==> src/rtl/lzc_norm_pkg.sv <==
// Shared constants and helpers for the leading-zero/leading-one normaliser.
// The mode constants select which bit value is being counted from the MSB.
package lzc_norm_pkg;

  localparam logic MODE_LZ = 1'b0;
  localparam logic MODE_LO = 1'b1;

  // Smallest power of two that is greater than or equal to w (w >= 1).
  function automatic int next_pow2(input int w);
    int p;
    p = 1;
    while (p < w) begin
      p = p * 2;
    end
    return p;
  endfunction

endpackage

==> src/rtl/lzc_norm_pipe_tree.sv <==
// Purely combinational recursive leading-zero counter over a power-of-two word
// of 2**(CW-1) bits. An all-zero input saturates the count at 2**(CW-1), which
// is the only value with the count MSB set, so a parent can detect an empty
// half from that single bit.
module lzc_tree #(
  parameter int CW = 2
) (
  input  logic [(2**(CW-1))-1:0] data_i,
  output logic [CW-1:0]          count_o
);

  localparam int N = 2**(CW-1);

  generate
    if (CW == 1) begin : g_leaf
      assign count_o = ~data_i;
    end else begin : g_node
      logic [CW-2:0] hi_count;
      logic [CW-2:0] lo_count;

      lzc_tree #(.CW(CW-1)) u_hi (
        .data_i  (data_i[N-1:N/2]),
        .count_o (hi_count)
      );

      lzc_tree #(.CW(CW-1)) u_lo (
        .data_i  (data_i[N/2-1:0]),
        .count_o (lo_count)
      );

      // Upper half empty: add the lower half's count on top of N/2.
      assign count_o = hi_count[CW-2] ? ({1'b0, hi_count} + {1'b0, lo_count})
                                      : {1'b0, hi_count};
    end
  endgenerate

endmodule

==> src/rtl/lzc_norm_pipe.sv <==
// Two-stage valid/ready leading-zero / leading-one counter with an optional
// normalising left shift. S1 registers the (possibly inverted) operand, S2
// registers the count, all-flag, normalised word and tag.
// Build option: define LZC_NORM_PIPE_SHIFT_EN to build the normalising
// shifter and its raw-data register; otherwise out_norm is tied to zero.
module lzc_norm_pipe
  import lzc_norm_pkg::*;
#(
  parameter int  WIDTH = 24,
  parameter int  TAG_W = 4,
  localparam int CW    = $clog2(WIDTH + 1)
) (
  input  logic             clk,
  input  logic             rst,
  input  logic             in_valid,
  output logic             in_ready,
  input  logic [WIDTH-1:0] in_data,
  input  logic             in_mode,
  input  logic [TAG_W-1:0] in_tag,
  output logic             out_valid,
  input  logic             out_ready,
  output logic [CW-1:0]    out_count,
  output logic             out_all,
  output logic [WIDTH-1:0] out_norm,
  output logic [TAG_W-1:0] out_tag
);

  localparam int PW  = next_pow2(WIDTH);
  localparam int TCW = $clog2(PW) + 1;

  logic             s1_valid_q;
  logic [WIDTH-1:0] s1_word_q;
  logic [WIDTH-1:0] s1_word_d;
  logic [TAG_W-1:0] s1_tag_q;

  logic             s2_valid_q;
  logic [CW-1:0]    s2_count_q;
  logic [CW-1:0]    s2_count_d;
  logic             s2_all_q;
  logic             s2_all_d;
  logic [TAG_W-1:0] s2_tag_q;

  logic             s1_adv;
  logic             s2_adv;
  logic [PW-1:0]    padded_word;
  logic [TCW-1:0]   tree_count;

  assign s2_adv   = !s2_valid_q || out_ready;
  assign s1_adv   = !s1_valid_q || s2_adv;
  assign in_ready = s1_adv;

  // Inverting in LO mode lets the tree always count zeros.
  assign s1_word_d = (in_mode == MODE_LO) ? ~in_data : in_data;

  // S1: capture the operand and tag whenever the stage is free to move.
  always_ff @(posedge clk) begin
    if (rst) begin
      s1_valid_q <= 1'b0;
      s1_word_q  <= '0;
      s1_tag_q   <= '0;
    end else if (s1_adv) begin
      s1_valid_q <= in_valid;
      if (in_valid) begin
        s1_word_q <= s1_word_d;
        s1_tag_q  <= in_tag;
      end
    end
  end

  // Padding the LSB side with ones stops the scan at WIDTH for a zero word.
  generate
    if (PW > WIDTH) begin : g_pad
      assign padded_word = {s1_word_q, {(PW-WIDTH){1'b1}}};
    end else begin : g_nopad
      assign padded_word = s1_word_q;
    end
  endgenerate

  lzc_tree #(.CW(TCW)) u_tree (
    .data_i  (padded_word),
    .count_o (tree_count)
  );

  assign s2_count_d = tree_count[CW-1:0];
  assign s2_all_d   = (tree_count == TCW'(WIDTH));

  // S2: register the count result; holds while downstream stalls.
  always_ff @(posedge clk) begin
    if (rst) begin
      s2_valid_q <= 1'b0;
      s2_count_q <= '0;
      s2_all_q   <= 1'b0;
      s2_tag_q   <= '0;
    end else if (s2_adv) begin
      s2_valid_q <= s1_valid_q;
      if (s1_valid_q) begin
        s2_count_q <= s2_count_d;
        s2_all_q   <= s2_all_d;
        s2_tag_q   <= s1_tag_q;
      end
    end
  end

`ifdef LZC_NORM_PIPE_SHIFT_EN
  logic [WIDTH-1:0] s1_raw_q;
  logic [WIDTH-1:0] s2_norm_q;
  logic [WIDTH-1:0] s2_norm_d;

  // Shifting the raw word by the full width zero-fills it, giving 0 at count == WIDTH.
  assign s2_norm_d = s1_raw_q << s2_count_d;

  // S1 raw operand, kept uninverted so the normalised word is the true data.
  always_ff @(posedge clk) begin
    if (rst) begin
      s1_raw_q <= '0;
    end else if (s1_adv && in_valid) begin
      s1_raw_q <= in_data;
    end
  end

  // S2 normalised word, advancing in lockstep with the count register.
  always_ff @(posedge clk) begin
    if (rst) begin
      s2_norm_q <= '0;
    end else if (s2_adv && s1_valid_q) begin
      s2_norm_q <= s2_norm_d;
    end
  end

  assign out_norm = s2_norm_q;
`else
  assign out_norm = '0;
`endif

  assign out_valid = s2_valid_q;
  assign out_count = s2_count_q;
  assign out_all   = s2_all_q;
  assign out_tag   = s2_tag_q;

endmodule

==> config.mk <==
export PLATFORM = sky130hd
export DESIGN_NAME = lzc_norm_pipe
export DESIGN_NICKNAME = d
export VERILOG_FILES = /design/src/rtl/lzc_norm_pkg.sv /design/src/rtl/lzc_norm_pipe_tree.sv /design/src/rtl/lzc_norm_pipe.sv
export SDC_FILE = /design/constraint.sdc
export NUM_CORES = 1
export LEC_CHECK = 0
export BUFFER_PORTS_ARGS = -buffer_cell sky130_fd_sc_hd__buf_2
export CAP_MARGIN = 20
export CORE_MARGIN = 2
export CORE_UTILIZATION = 55
export DETAILED_ROUTE_END_ITERATION = 16
export HOLD_SLACK_MARGIN = 0.12
export PLACE_DENSITY = 0.79
export SETUP_SLACK_MARGIN = 0.3
export SLEW_MARGIN = 10
export SYNTH_ARGS = -nofsm -noshare
export SYNTH_HDL_FRONTEND = slang
export SYNTH_SLANG_ARGS = --single-unit
==> constraint.sdc <==
create_clock -name clk -period 5.6 [get_ports clk]
set_input_delay 1.12 -clock clk [delete_from_list [all_inputs] [get_ports clk]]
set_output_delay 1.12 -clock clk [all_outputs]
set_load 0.01 [all_outputs]
==> results of run 1 <==
==> stage by stage <==
stage	std cells	hold WS [ns]	setup WS [ns]	power, W	util (%)
finish	478	0.456	0.740	0.000881	63.9
global route	478	0.480	0.395	0.000953	63.9
CTS	477	0.460	0.756	0.000887	63.5
detailed placement	469	0.448	0.770	0.000650	61.3
global placement	469	0.440	0.898	0.000640	61.3
floorplan	393	0.432	1.05	0.000588	-
==> flip-flops by register name (all words and copies together) (netlist names) <==
| name | flops |
|---|---|
| s1_word_q | 24 |
| out_all | 1 |
| out_tag | 4 |
| out_count | 5 |
| out_valid | 1 |
| s1_tag_q | 4 |
| s1_valid_q | 1 |
==> where the power goes <==
group | internal [W] | switching, W | leakage, nW
clock | 0.000132 | 0.000104 | 0.0541
sequential | 0.000304 | 0.0000152 | 0.330
combinational | 0.000144 | 0.000183 | 1.16
==> routing by layer <==
layer / vias up / wire (um)
li1: 1271 / -
met1: 1093 / 2520
met2: 55 / 2530
met3: 6 / 209
met4: 0 / 32
met5: - / 0
==> tightest hold or removal path, delay by kind of cell (launching register included) <==
family             cells  cell delay, ns
AOI/OAI and AO/OA      1            0.05
DFF                    1            0.31
and+or+nand+nor        1            0.05
==> cell families (layout without fill, tap and decap cells) <==
kind of cell	count (synthesis)	in the layout	synth area share [%]
AO/OA/AOI/OAI	69	69	15.5
XOR/XNOR	30	30	8.70
adder cells (fa/ha/maj)	34	34	16.8
buffers and inverters	59	74	10.3
flip-flops	40	40	26.5
multiplexers	7	7	2.49
other	1	24	0.124
AND/OR/NAND/NOR	130	130	19.6
==> cells in the final DEF, fill, tap and decap left out, drive strengths merged, types with 2 or more instances in the layout <==
cell type / n
buf: 45
nor3: 3
a211oi: 25
inv: 21
o211ai: 2
o21a: 2
and2: 3
ha: 23
nor2b: 13
xor2: 4
xnor2: 26
mux2: 4
or2: 9
dfxtp: 40
a21oi: 20
clkbuf: 5
or3: 2
nand2: 34
o2111ai: 2
a21o: 6
fa: 11
conb: 24
nor2: 59
mux2i: 3
o22ai: 2
o21ai: 5
==> final cells by class <==
class | instances | area share, %
tap | 70 | 2.63
inverter | 21 | 2.37
clock buffer | 5 | 2.07
clock inverter | 3 | 1.28
sequential | 40 | 24.1
timing repair buffer | 45 | 7.23
multi-input combinational | 294 | 60.3
==> path summary, 6_finish.rpt <==
| kind | from | end | slack (ns) | cells past startpoint |
|---|---|---|---|---|
| worst min-delay path | out_count[0]$_SDFFE_PP0P_ | out_count[0]$_SDFFE_PP0P_ | 0.46 | 2 |
| worst min register to register | out_count[0]$_SDFFE_PP0P_ | out_count[0]$_SDFFE_PP0P_ | 0.46 | 2 |
| worst max register to register | s1_word_q[22]$_SDFFE_PP0P_ | out_all$_SDFFE_PP0P_ | 0.74 | 21 |
| worst max-delay path | s1_word_q[22]$_SDFFE_PP0P_ | out_all$_SDFFE_PP0P_ | 0.74 | 21 |
==> results.yml, run 1 <==
run_status:
  status: "complete, no violations"
clocking:
  cts_resized: 0
  cts-buffers-inserted: 5
  htree_levels: 2
  worstSkewPairLatency_ns: 0.29
  cts_hold_buf: 0
  cts_setup_buffers: 0
  clock_path_buffers: 2
  clock_tree.root_cell: "clkbuf_8"
  cts.sinks: 40
  clkTransAtPathRegs_ns: 0.08
  cts_tree: "yes"
pwr:
  power.leakage_nw: 1.55
  irDropWorstVdd_mv: 0.206
  cellPowerDensity_nw_per_um2: 265
floorplan:
  boundaryPins: 69
  die_h_um: 78.1
  core-area_um2: 5200
  die_area_um2: 6100
  initial_core_util_pct: 58.0
  rows: 26
  die_x_um: 78.1
routing:
  antenna_left: 0
  drtIter0Drc: 84
  vias: 2425
  wl_per_cell_um: 11.1
  vias_per_cell: 5.07
  detail_route.first_pass.iterations: 4
  remaining_drc_errors: 0
  drt-total-wl_um: 5290
final_layout:
  regArea_um2: 801
  multi_input_area_um2: 2010
  finalInstanceArea_um2: 3320
  layout-drive-gt1-share_pct: 16.7
  fillCellCount: 449
  area_growth_pct: 10.1
  diodes: 0
  nets: 474
global_routing:
  grt_usage_pct: 18.7
  grt_pass1_vias: 2227
  busiest_layer: "met2"
  grt_use_met3_pct: 4.02
  grt_pass1_wl_um: 9440
  gr-usage-met2_pct: 32.7
  grt_max_degree: 53
  antenna_found_initial: 0
  overflow: 0
  met1_usage_pct: 23.6
logic_synthesis:
  ys_top_cells_by_area: "dfxtp_1 27%, ha_1 9.5%, xnor2_1 7.5%"
  ys_seq_elements: 40
  yosysUniqueCellTypes: 42
  synthFlopType: "dfxtp_1"
  synth_top_area_share_pct: 26.5
  syn_area_um2: 3020
  async_flop_share_pct: 0
  synthTopCellsByCount: "59 x nor2_1, 40 x dfxtp_1, 34 x nand2_1, 26 x xnor2_1, 25 x a211oi_1"
  synth_edf_count: 0
  yosysWarnings: 0
  yosysSeqAreaShare_pct: 26.5
  synthCells: 370
  synth_top_area_cell: "dfxtp_1"
  syn_avg_cell_area_um2: 8.16
  yosysMostFrequentCell: "nor2_1"
timing:
  fin_skew_ns: 0.00403
  rsz0062_at_grt: "no"
  final.period_utilization_pct: 86.8
  clock.fmax_mhz: 206
  max_slew.worst_pin.slew_ns: 0.858
  final-setup-viol-count: 0
  max_slew_margin_pct: 41.3
  hold_viol_final: 0
  finalMaxSlewViolations: 0
  min_period_ns: 4.86
  fin_setup_tns_ns: 0
setup_path:
  startpoint_type: "flop"
  cp_slowest_cell: "fa_1"
  worstPathRequired_ns: 5.81
  endpoint_kind: "flop"
  crit_top_cell: "inv_1"
  slowest_delay_ns: 0.52
  arrival_ns: 5.07
  path_buf_inv: 4
  crit_family: "adder cells"
  criticalPathCategory: "reg -> reg"
  path_cells: "inv_1 > nor2_1 > ha_1 > inv_1 > fa_1 > or3_1 > fa_1 > mux2i_1 > nand2_1 > inv_1 > ha_1 > a21o_1 > a21oi_1 > xor2_1 > nor2_1 > ha_1 > inv_1 > o2111ai_1 > or4_4 > a2111o_1 > o31ai_2"
  critPathMaxFanout: 6
placed_design:
  dpl.hpwl_um: 4290
  port_buffers: 44
  placed_area_um2: 3190
  gp_congestion: 0.854
run:
  cap_violations: 0
min_path:
  hp-class: "reg -> reg"
Note: power is estimated with default switching activity, not from simulation.
==> inputs of run 2 (changes only) <==
--- a/config.mk
+++ b/config.mk
@@ -11,6 +11,7 @@
 export CORE_UTILIZATION = 55
 export DETAILED_ROUTE_END_ITERATION = 16
 export HOLD_SLACK_MARGIN = 0.12
+export MAX_ROUTING_LAYER = met4
 export PLACE_DENSITY = 0.79
 export SETUP_SLACK_MARGIN = 0.3
 export SLEW_MARGIN = 10
==> run 2 against run 1 <==
  * Final cell count did not move
  * Sequential share of layout area did not move
  * Largest power group unchanged
  * Worst setup slack got worse by 0.080 ns
  * Flip-flop and latch count did not move
  * Combinational power rose by 2%
  * Largest cell class unchanged
  * Hold slack got worse by 0.00081 ns
  * Sequential power barely moved
==> results.yml, run 2 (synthesized netlist as in run 1, its figures left out) <==
run_status:
  status: "complete, no violations"
setup_path:
  cp_slowest_cell: "fa_1"
  startpoint_type: "flop"
  path_cells: "inv_1 > nor2_1 > ha_1 > inv_1 > fa_1 > or3_1 > fa_1 > mux2i_1 > nand2_1 > inv_1 > ha_1 > a21o_1 > a21oi_1 > xor2_1 > nor2_1 > ha_1 > inv_1 > o2111ai_1 > or4_4 > a2111o_1 > o31ai_2"
  arrival_ns: 5.16
  endpoint_kind: "flop"
  reg2reg_setup_slack_ns: 0.66
  critPathMaxFanout: 6
  criticalPathCategory: "reg -> reg"
  r2r_start: "s1_word_q[22]$_SDFFE_PP0P_"
  worstPathRequired_ns: 5.82
  crit_start: "s1_word_q[22]$_SDFFE_PP0P_"
  path_buf_inv: 4
  crit_family: "adder cells"
  slowest_delay_ns: 0.52
  crit_top_cell: "inv_1"
pwr:
  p_int_w: 0.000580
  p_switching_w: 0.000306
  switching_share_pct: 34.5
  power.total_w: 0.000886
  irDropWorstVdd_mv: 0.190
  cellPowerDensity_nw_per_um2: 267
  seqPwrFrac_pct: 35.9
  p_comb_share_pct: 37.5
  power.leakage_nw: 1.55
  clockPowerShare_pct: 26.6
clocking:
  htree_levels: 2
  cts_setup_buffers: 0
  clkTransAtPathRegs_ns: 0.08
  clock_path_buffers: 2
  worstSkewPairLatency_ns: 0.29
  cts_resized: 0
  cts_tree: "yes"
  clock_tree.root_cell: "clkbuf_8"
  cts-buffers-inserted: 5
  cts_hold_buf: 0
  cts.sinks: 40
final_layout:
  diodes: 0
  layout_common_cells: "59 x nor2_1, 44 x buf_2, 40 x dfxtp_1"
  largest_reg_flops: 24
  largest-register: "s1_word_q"
  post-route-util_pct: 63.9
  area_growth_pct: 10.1
  final_common_cell: "nor2_1"
  layout-drive-gt1-share_pct: 16.7
  nets: 474
timing:
  max_slew_margin_pct: 36.8
  fin_setup_tns_ns: 0
  hold_viol_final: 0
  max_slew.worst_pin.slew_ns: 0.925
  fin_skew_ns: 0.00824
  final-setup-viol-count: 0
  whs_ns: 0.455
  finalMaxSlewViolations: 0
  rsz0062_at_grt: "no"
  setup_slack_ns: 0.661
  clock.fmax_mhz: 202
  min_period_ns: 4.94
  final.period_utilization_pct: 88.2
placed_design:
  dpl.hpwl_um: 4450
  gp_congestion: 0.860
  dp_slack_ns: 0.743
  port_buffers: 44
floorplan:
  rows: 26
  core-area_um2: 5200
  boundaryPins: 69
  initial_core_util_pct: 58.0
  die_h_um: 78.1
  die_area_um2: 6100
  die_x_um: 78.1
routing:
  wl_per_cell_um: 11.8
  antenna_left: 0
  remaining_drc_errors: 0
  drtIter0Drc: 106
  vias_per_cell: 5.03
  vias: 2404
  drt-total-wl_um: 5660
  detail_route.first_pass.iterations: 4
global_routing:
  grt_usage_pct: 20.0
  antenna_found_initial: 0
  grt_max_degree: 42
  grt_pass1_wl_um: 9550
  overflow: 0
  grt_pass1_vias: 2198
min_path:
  hp-class: "reg -> reg"
  hp-start: "out_tag[0]$_SDFFE_PP0P_"
run:
  cap_violations: 0
==> run 2: cell counts in the layout (fill, tap and decap cells not counted) <==
Identical to the previous run, type by type.
==> run 2: worst paths after layout <==
kind / endpoint / cells past startpoint
max reg2reg: out_all$_SDFFE_PP0P_ / 21
max: out_all$_SDFFE_PP0P_ / 21
min: out_tag[0]$_SDFFE_PP0P_ / 2
min reg2reg: out_tag[0]$_SDFFE_PP0P_ / 2
==> run 2: power by group through the flow <==
stage               combinational (W)  sequential [W]  clock [W]
detailed placement           0.000329        0.000325          0
global placement             0.000316        0.000324          0
floorplan                    0.000265        0.000323          0
finish                       0.000332        0.000319   0.000236
CTS                          0.000334        0.000319   0.000241
global route                 0.000376        0.000323   0.000254
==> run 2: stage by stage <==
| step | cells | cell area, um2 |
|---|---|---|
| 3_5_place_dp | 470 | 3210 |
| 3_3_place_gp | 469 | 3190 |
| 2_1_floorplan | 393 | 3110 |
| 5_1_grt | 478 | 3320 |
| 6_report | 478 | 3320 |
| 4_1_cts | 478 | 3320 |
==> run 2: layout make-up <==
| type | instances | area (um2) |
|---|---|---|
| clock buffer | 5 | 68.8 |
| clock inverter | 3 | 42.5 |
| fill | 459 | 1880 |
| inverter | 21 | 78.8 |
| multi-input combinational | 294 | 2010 |
| sequential | 40 | 801 |
| tap | 70 | 87.6 |
| timing repair buffer | 45 | 240 |
==> run 2: tightest hold or removal path, cell delays in order, from the launching register on <==
cell     delay, ns
dfxtp_1       0.31
nand2_1       0.05
a21oi_1       0.05
==> run 2: layer usage <==
metal / global-route usage [%] / vias to the layer above / part of all wire (%) / routed length [um]
met1: 23.5 / 1073 / 45 / 2540
met5: - / - / 0 / 0
met3: 4.37 / 10 / 4.5 / 256
li1: - / 1270 / - / -
met4: 5.61 / 0 / 1.4 / 78
met2: 34.7 / 51 / 49 / 2780
